`src/rtl/fwd_pkg.sv`:
```
// fwd_pkg: shared encodings for the operand forwarding unit
package fwd_pkg;
  localparam logic [1:0] MTR_ALU = 2'b00;
  localparam logic [1:0] MTR_MEM = 2'b01;
  localparam logic [1:0] MTR_PC  = 2'b10;
  typedef enum logic [1:0] {FS_RF = 2'b00, FS_EX = 2'b01, FS_MEM = 2'b10, FS_WB = 2'b11} fwd_sel_e;
  typedef enum logic [1:0] {RUN, LU, HOLD} state_e;
endpackage

```
`src/rtl/fwd_src_slice.sv`:
```
// fwd_src_slice: per-source match, forwarding select and freeze hold latch
module fwd_src_slice
  import fwd_pkg::*;
#(
  parameter int DATA_W = 32,
  parameter int REG_AW = 5
) (
  input  logic              clk,
  input  logic              rst_n,
  input  logic              id_hold,
  input  logic [REG_AW-1:0] addr,
  input  logic [DATA_W-1:0] rf_data,
  input  logic              ex_regwrite,
  input  logic              ex_memread,
  input  logic [REG_AW-1:0] ex_rd,
  input  logic [DATA_W-1:0] ex_out,
  input  logic              mem_regwrite,
  input  logic [REG_AW-1:0] mem_rd,
  input  logic [1:0]        mem_memtoreg,
  input  logic [DATA_W-1:0] mem_out,
  input  logic [DATA_W-1:0] mem_read_data,
  input  logic [DATA_W-1:0] mem_pc_next,
  input  logic              wb_regwrite,
  input  logic [REG_AW-1:0] wb_rd,
  input  logic [DATA_W-1:0] wb_data,
  output logic [DATA_W-1:0] op,
  output logic [1:0]        sel,
  output logic              lu_hit
);
  logic              hit_ex, fwd_ex, hit_mem, hit_wb, live;
  logic [DATA_W-1:0] mem_val, live_val, hold_q;
  logic              hold_v;
  // match per level; a load in EX is not forwardable and falls through
  always_comb begin
    hit_ex   = ex_regwrite && ex_rd == addr && |addr;
    hit_mem  = mem_regwrite && mem_rd == addr && |addr;
    hit_wb   = wb_regwrite && wb_rd == addr && |addr;
    fwd_ex   = hit_ex && !ex_memread;
    lu_hit   = hit_ex && ex_memread;
    mem_val  = mem_memtoreg[1] ? mem_pc_next : mem_memtoreg == MTR_MEM ? mem_read_data : mem_out;
    live     = fwd_ex || hit_mem || hit_wb;
    live_val = fwd_ex ? ex_out : hit_mem ? mem_val : wb_data;
    sel      = fwd_ex ? FS_EX : hit_mem ? FS_MEM : hit_wb ? FS_WB : FS_RF;
    op       = live ? live_val : hold_v ? hold_q : rf_data;
  end
  // capture values retiring during a freeze; drop them once the front end moves
  always_ff @(posedge clk or negedge rst_n)
    if (!rst_n) begin
      hold_q <= '0;
      hold_v <= 1'b0;
    end else if (id_hold) begin
      if (live) begin
        hold_q <= live_val;
        hold_v <= 1'b1;
      end
    end else hold_v <= 1'b0;
endmodule

```
`src/rtl/operand_forward_unit.sv`:
```
// operand_forward_unit: NUM_SRC-way EX/MEM/WB operand forwarding with load-use stall and freeze hold; FWD_PERF_CNT_EN adds perf counters
module operand_forward_unit
  import fwd_pkg::*;
#(
  parameter int DATA_W  = 32,
  parameter int REG_AW  = 5,
  parameter int NUM_SRC = 2
) (
  input  logic                      clk,
  input  logic                      rst_n,
  input  logic                      id_hold,
  input  logic [NUM_SRC*REG_AW-1:0] src_addr,
  input  logic [NUM_SRC*DATA_W-1:0] src_rf_data,
  input  logic                      ex_regwrite,
  input  logic                      ex_memread,
  input  logic [REG_AW-1:0]         ex_rd,
  input  logic [DATA_W-1:0]         ex_out,
  input  logic                      mem_regwrite,
  input  logic [REG_AW-1:0]         mem_rd,
  input  logic [1:0]                mem_memtoreg,
  input  logic [DATA_W-1:0]         mem_out,
  input  logic [DATA_W-1:0]         mem_read_data,
  input  logic [DATA_W-1:0]         mem_pc_next,
  input  logic                      wb_regwrite,
  input  logic [REG_AW-1:0]         wb_rd,
  input  logic [DATA_W-1:0]         wb_data,
  output logic [NUM_SRC*DATA_W-1:0] op_out,
  output logic [NUM_SRC*2-1:0]      fwd_sel,
  output logic                      lu_stall
`ifdef FWD_PERF_CNT_EN
  ,
  output logic [31:0]               perf_lu_cnt,
  output logic [31:0]               perf_fwd_cnt
`endif
);
  logic [NUM_SRC-1:0] lu_hit;
  state_e             state, state_nx;
  for (genvar g = 0; g < NUM_SRC; g++) begin : g_src
    fwd_src_slice #(.DATA_W(DATA_W), .REG_AW(REG_AW)) u_slice (
      .clk          (clk),
      .rst_n        (rst_n),
      .id_hold      (id_hold),
      .addr         (src_addr[g*REG_AW +: REG_AW]),
      .rf_data      (src_rf_data[g*DATA_W +: DATA_W]),
      .ex_regwrite  (ex_regwrite),
      .ex_memread   (ex_memread),
      .ex_rd        (ex_rd),
      .ex_out       (ex_out),
      .mem_regwrite (mem_regwrite),
      .mem_rd       (mem_rd),
      .mem_memtoreg (mem_memtoreg),
      .mem_out      (mem_out),
      .mem_read_data(mem_read_data),
      .mem_pc_next  (mem_pc_next),
      .wb_regwrite  (wb_regwrite),
      .wb_rd        (wb_rd),
      .wb_data      (wb_data),
      .op           (op_out[g*DATA_W +: DATA_W]),
      .sel          (fwd_sel[g*2 +: 2]),
      .lu_hit       (lu_hit[g])
    );
  end
  // stall request and next state; a freeze owns the pipeline so it masks the stall
  always_comb begin
    lu_stall = |lu_hit && !id_hold;
    state_nx = id_hold ? HOLD : state == HOLD ? RUN : lu_stall ? LU : RUN;
  end
  // stall/freeze state register
  always_ff @(posedge clk or negedge rst_n)
    if (!rst_n) state <= RUN;
    else state <= state_nx;
`ifdef FWD_PERF_CNT_EN
  // saturating counters for load-use cycles and forwarded cycles
  always_ff @(posedge clk or negedge rst_n)
    if (!rst_n) begin
      perf_lu_cnt  <= '0;
      perf_fwd_cnt <= '0;
    end else begin
      if (state == LU && ~&perf_lu_cnt) perf_lu_cnt <= perf_lu_cnt + 32'd1;
      if (|fwd_sel && ~&perf_fwd_cnt) perf_fwd_cnt <= perf_fwd_cnt + 32'd1;
    end
`endif
  a_addr_stable_in_hold : assert property (@(posedge clk) disable iff (!rst_n)
    (id_hold && $past(id_hold)) |-> $stable(src_addr));
endmodule

```
`config.mk`:
```
export PLATFORM = sky130hd
export DESIGN_NAME = operand_forward_unit
export DESIGN_NICKNAME = d
export VERILOG_FILES = /design/src/rtl/fwd_pkg.sv /design/src/rtl/fwd_src_slice.sv /design/src/rtl/operand_forward_unit.sv
export SDC_FILE = /design/constraint.sdc
export NUM_CORES = 1
export LEC_CHECK = 0
export ABC_CLOCK_PERIOD_IN_PS = 2900
export CORE_MARGIN = 3
export CORE_UTILIZATION = 39
export CTS_BUF_LIST = sky130_fd_sc_hd__clkbuf_16
export DETAILED_ROUTE_END_ITERATION = 16
export GPL_TIMING_DRIVEN = 0
export PLACE_DENSITY = 0.91
export SETUP_SLACK_MARGIN = 0.1
export SKIP_LAST_GASP = 1
export SLEW_MARGIN = 5
export SYNTH_ARGS = -nofsm -noshare
export SYNTH_HDL_FRONTEND = slang
export SYNTH_SLANG_ARGS = --single-unit
export TNS_END_PERCENT = 1
```
`constraint.sdc`:
```
create_clock -name clk -period 2.9 [get_ports clk]
set_input_delay 0.58 -clock clk [delete_from_list [all_inputs] [get_ports clk]]
set_output_delay 0.58 -clock clk [all_outputs]
set_load 0.03 [all_outputs]
```
After elaboration in Yosys (flattened, before gate mapping):

Cells that the tools add are included.
W data, S select, Z words.

* equal/unequal tests: 9
* reduce and logical (&&, ||, !) cells: 28
* multiplexer cells: 20

Operators by type and width (count)
* $mux W32: 10
* $eq A5 B5 Y1: 6
* $logic_and A1 B1 Y1: 17
* $mux W2: 6
* $reduce_or A5 Y1: 2
* $logic_or A1 B1 Y1: 4
* $mux W1: 4
* $ne A2 B1 Y1 const B: 2
* $reduce_and A2 Y1: 2
* $eq A2 B1 Y1 const B: 1
* $logic_not A1 Y1: 2
* $reduce_or A2 Y1: 1

* word-level logic and storage cells: 61
* bits in registers: 66
* input port bits: 258
* output and inout bits: 69

Longest topological paths before layout:

* depth after elaboration: 8
* depth in mapped cells: 8
* gate-level depth less buffers: 5

Cells and area by module:

From an unflattened synthesis, not the netlist that was laid out.

* cell total of the unflattened synthesis: 1085
* area total of the unflattened synthesis: 8405.6 um2

By module, submodules not included
* fwd_src_slice: area each 4197.8 um2, cells each 542, sequential area each 825.8 um2, instances 2
* operand_forward_unit: area each 10.0 um2, cells each 1, sequential area each 0.0 um2, instances 1

Worst setup path before layout:

OpenSTA, ideal clock, no wires.

* path type: input to output
* from: input src_addr[0]
* to: output op_out[22]
* required time: 2.320 ns
* arrival: 2.609 ns
* stages on the path: 8
* path buffers: 3
* slack: -0.289 ns
* cells stage by stage: clkbuf_1 xnor2_1 nand4_1 nor4_2 buf_2 clkbuf_1 nor2_1 a21oi_1

* word-level cells in the longest chain between the ends: 7
* elaborated cells on any way between the ends: 16
* those cells by class: eq/ne: 3; mux: 3; reduce/logical: 10

RTL lines
* start: declaration: RTL line operand_forward_unit.sv:12 `input logic [NUM_SRC*REG_AW-1:0] src_addr,`
* $eq A5 B5 Y1: RTL line fwd_src_slice.sv:35 `hit_ex = ex_regwrite && ex_rd == addr && |addr;`
* $logic_and A1 B1 Y1 (2 in series): RTL line fwd_src_slice.sv:35
* $logic_and A1 B1 Y1: RTL line fwd_src_slice.sv:38 `fwd_ex = hit_ex && !ex_memread;`
* $logic_or A1 B1 Y1 (2 in series): RTL line fwd_src_slice.sv:41 `live = fwd_ex || hit_mem || hit_wb;`
* $mux W32 *: RTL line fwd_src_slice.sv:44 `op = live ? live_val : hold_v ? hold_q : rf_data;`
* end: declaration: RTL line operand_forward_unit.sv:27 `output logic [NUM_SRC*DATA_W-1:0] op_out,`

Every way passes the cells marked *; elsewhere a longest branch is shown, timed or not.

Worst setup path in the final report:

* from: input mem_memtoreg[0]
* to: output op_out[42]

* word-level cells in the longest chain between the ends: 6

RTL lines
* start: declaration: RTL line operand_forward_unit.sv:20 `input logic [1:0] mem_memtoreg,`
* $eq A2 B1 Y1: RTL line fwd_src_slice.sv:40 `mem_val = mem_memtoreg[1] ? mem_pc_next : mem_memtoreg == MTR_MEM ? mem_read_data : mem_out;`
* $mux W32 (2 in series): RTL line fwd_src_slice.sv:40
* $mux W32 (2 in series): RTL line fwd_src_slice.sv:42 `live_val = fwd_ex ? ex_out : hit_mem ? mem_val : wb_data;`
* $mux W32: RTL line fwd_src_slice.sv:44

No other way between the ends.

==> flow_summary.toml <==
[yosys]
synth_cell_types = 41
ys_async_sr_fraction = 1.00
syn_inst = 913
synthMuxAreaShare = 0.136
syn_avg_cell_area_um2 = 7.85
yosysWarnings = 0
synth_xor_area_frac = 0.0367
synth_fa_ha_area_frac = 0
synth_edf_count = 0
yosysSeqAreaShare = 0.231
synth_compound_gate_area_share = 0.329
ys_seq_elements = 66
synth_top_family_by_area = "compound AO/OA/AOI/OAI gates"
synth-simple-area-share = 0.204
synth_area_um2 = 7160
synth_nets = 1171
synth_ff_type = "dfrtp_1"

[worst_setup_path]
path_depth = 8
endpoint_kind = "output port"
cpLargestDelayFamily = "compound AO/OA/AOI/OAI gates"
worst-r2r-setup-slack_ns = 1.28
worst_path_largest_cell_delay_ns = 0.53
startpoint_type = "input port"
slowest_stage = "o21ai_0"
cp-startpoint = "mem_memtoreg[0]"
worst-path-buf-inv = 3
cp_cell_sequence = "clkbuf_1 > buf_2 > mux2i_1 > o21ai_0 > nor3_2 > a211oi_4 > a21o_1 > buf_6"
crit_type = "input port to output port"
r2r_cells = 4
arrival_ns = 2.89
rr_startpoint = "g_src[1].u_slice.hold_v"
worst_ep_required_time_ns = 2.32
r2r-end = "g_src[1].u_slice.hold_v"
cp_max_fo = 10

[cts]
insertion_delay_ns = 0.36
cts_root_buf = "clkbuf_16"
numCtsBuffers = 9
clkSlewWorstSetupHoldPaths_ns = 0.06
cts_max_level = 3
cts_buffer_depth = 2
cts.sinks = 66
cts_tree = "yes"

[place]
dp_cells = 1461
io_buffers = 322
finalWeightedCongestion = 0.964
dp_hpwl_um = 28600

[sta]
worst_pin_slew_ns = 0.794
fmax_ghz = 0.288
setup_viol = 69
max_slew_margin = 0.471
setup_ws_ns = -0.569
min_period_ns = 3.47
slew_violations = 0
skew_ns = 0
finalCritPeriodShare = 1.20
tns_ns = -20.38
rsz0062_at_grt = "yes"
final-hold-violation-count = 0

[grt]
grt_pass1_wl_um = 62400
grt_max_degree = 44
antenna_found_initial = 2
grtUsageTotal = 0.402
grt_overflow = 0
grt_pass1_vias = 10600

[final_layout]
layout-drive-gt1-share = 0.315
final_cell_mix = "clkdlybuf4s50_1 (227), mux2i_1 (95), o21ai_0 (89), dfrtp_1 (66), buf_4 (61)"
stdcell_count = 1524
area_growth_pct = 85.8
nets = 1552
antenna_cells = 0
mostFrequentLayoutCell = "clkdlybuf4s50_1"

[status]
status = "finished, violations left"
violations = "setup timing"

[pwr]
cellLeakagePower_nw = 5.06
p_switching_mw = 1.85
combPwrFrac = 0.432
p_sw_frac = 0.357
vdd_ir_drop_max_uv = 427
power_frac_clock = 0.258
p_int_mw = 3.33
p_per_area_nw_per_um2 = 389
power_frac_seq = 0.311

[drt]
antenna_left = 0
drtPass1Iterations = 5
drt-total-wl_um = 43100
dr.first_iter.drc_count = 1430
wl_per_cell_um = 28.3
vias_per_cell = 6.88
drc = 0
num_vias = 10500

[hold_path]
hp-class = "input port to async pin"

[floorplanning]
die_h_um = 142
fp.dieW_um = 142
start_util = 0.406
ios = 327
core_um2 = 17700
rows = 48
fp.dieArea_um2 = 20000

[job]
max_cap_viol_count = 0
-- power by group through the flow --
stage	clock [mW]	combinational [mW]	sequential (mW)
2_1_floorplan	0	1.11	1.52
3_3_place_gp	0	1.90	1.57
3_5_place_dp	0	1.95	1.59
4_1_cts	1.31	2.13	1.58
5_1_grt	1.37	2.35	1.64
6_report	1.34	2.24	1.61
-- cell usage after synthesis, types with 3 or more instances --
cell	instances	area share
o21ai_0	97	0.068
a21oi_1	34	0.024
nor3_1	65	0.045
a21o_1	32	0.034
mux2i_1	96	0.13
nor3b_1	31	0.032
o32a_1	31	0.043
nand3_1	31	0.022
nand4_1	6	0.0052
o211ai_2	4	0.0070
a211oi_1	31	0.032
or2_2	4	0.0035
a311oi_1	34	0.042
nor2_1	73	0.038
o211ai_1	32	0.034
o2bb2ai_1	32	0.039
nand2_1	32	0.017
nor4_1	3	0.0026
and2_1	31	0.027
dfrtp_1	66	0.23
clkbuf_1	58	0.030
xnor2_1	28	0.034
buf_2	41	0.029
-- routing by layer --
metal	routed length (um)	share of wire	vias to the layer above	track usage
li1	-	-	4253	-
met1	14700	0.34	4948	0.472
met2	19400	0.45	1015	0.645
met3	5740	0.13	271	0.125
met4	3270	0.076	4	0.239
met5	21	0.00049	-	0.00251
-- registers in the layout (all words and copies together), names as in the netlist --
signal / cells
g_src.u_slice.hold_q: 64
g_src.u_slice.hold_v: 2
-- cell type report --
cell class / count / area (um2)
Tap cell: 225 / 282
Inverter: 2 / 8.76
Clock inverter: 7 / 118
Buffer: 102 / 911
Fill cell: 1211 / 4350
Sequential cell: 66 / 1650
Multi-Input combinational cell: 742 / 6360
Clock buffer: 9 / 225
Timing Repair Buffer: 371 / 3750
-- worst max path at each step --
stage	endpoint	slack, ns
CTS	op_out[39]	-0.24
detailed placement	op_out[21]	-1.68
finish	op_out[42]	-0.57
global placement	op_out[6]	-1.62
global route	op_out[1]	-0.55
floorplan	op_out[22]	-0.04
-- logic make-up after synthesis --
logic type / after synthesis
muxes: 97
AOI/OAI and AO/OA: 331
DFF: 66
and+or+nand+nor: 284
xor gates and xnor gates: 30
buffers and inverters: 105
-- stage by stage --
step / power [mW] / hold WS, ns / cell area, um2 / util / setup slack (ns)
floorplan: 2.63 / 0.284 / 7500 / - / -0.0391
global placement: 3.47 / 0.470 / 11000 / 0.624 / -1.62
detailed placement: 3.54 / 0.474 / 11000 / 0.625 / -1.68
CTS: 5.02 / 0.167 / 13100 / 0.743 / -0.240
global route: 5.36 / 0.166 / 13300 / 0.754 / -0.547
finish: 5.18 / 0.153 / 13300 / 0.754 / -0.569
-- timing repair --
action | 4_1_cts | 5_1_grt
setup buffers | 38 | 2
pin swaps | 68 | 26
hold buffers | 0 | 0
gates resized for setup | 813 | 51
gates cloned | 7 | 1
endpoints found under the setup margin | 129 | 69
-- worst register-to-register path: stages, from the launching register on --
cell and delay (ns):
dfrtp_1 0.37, clkbuf_1 0.24, clkbuf_2 0.39, nor4_1 0.42, nor2_1 0.08
Power figures use the tool's default switching activity.
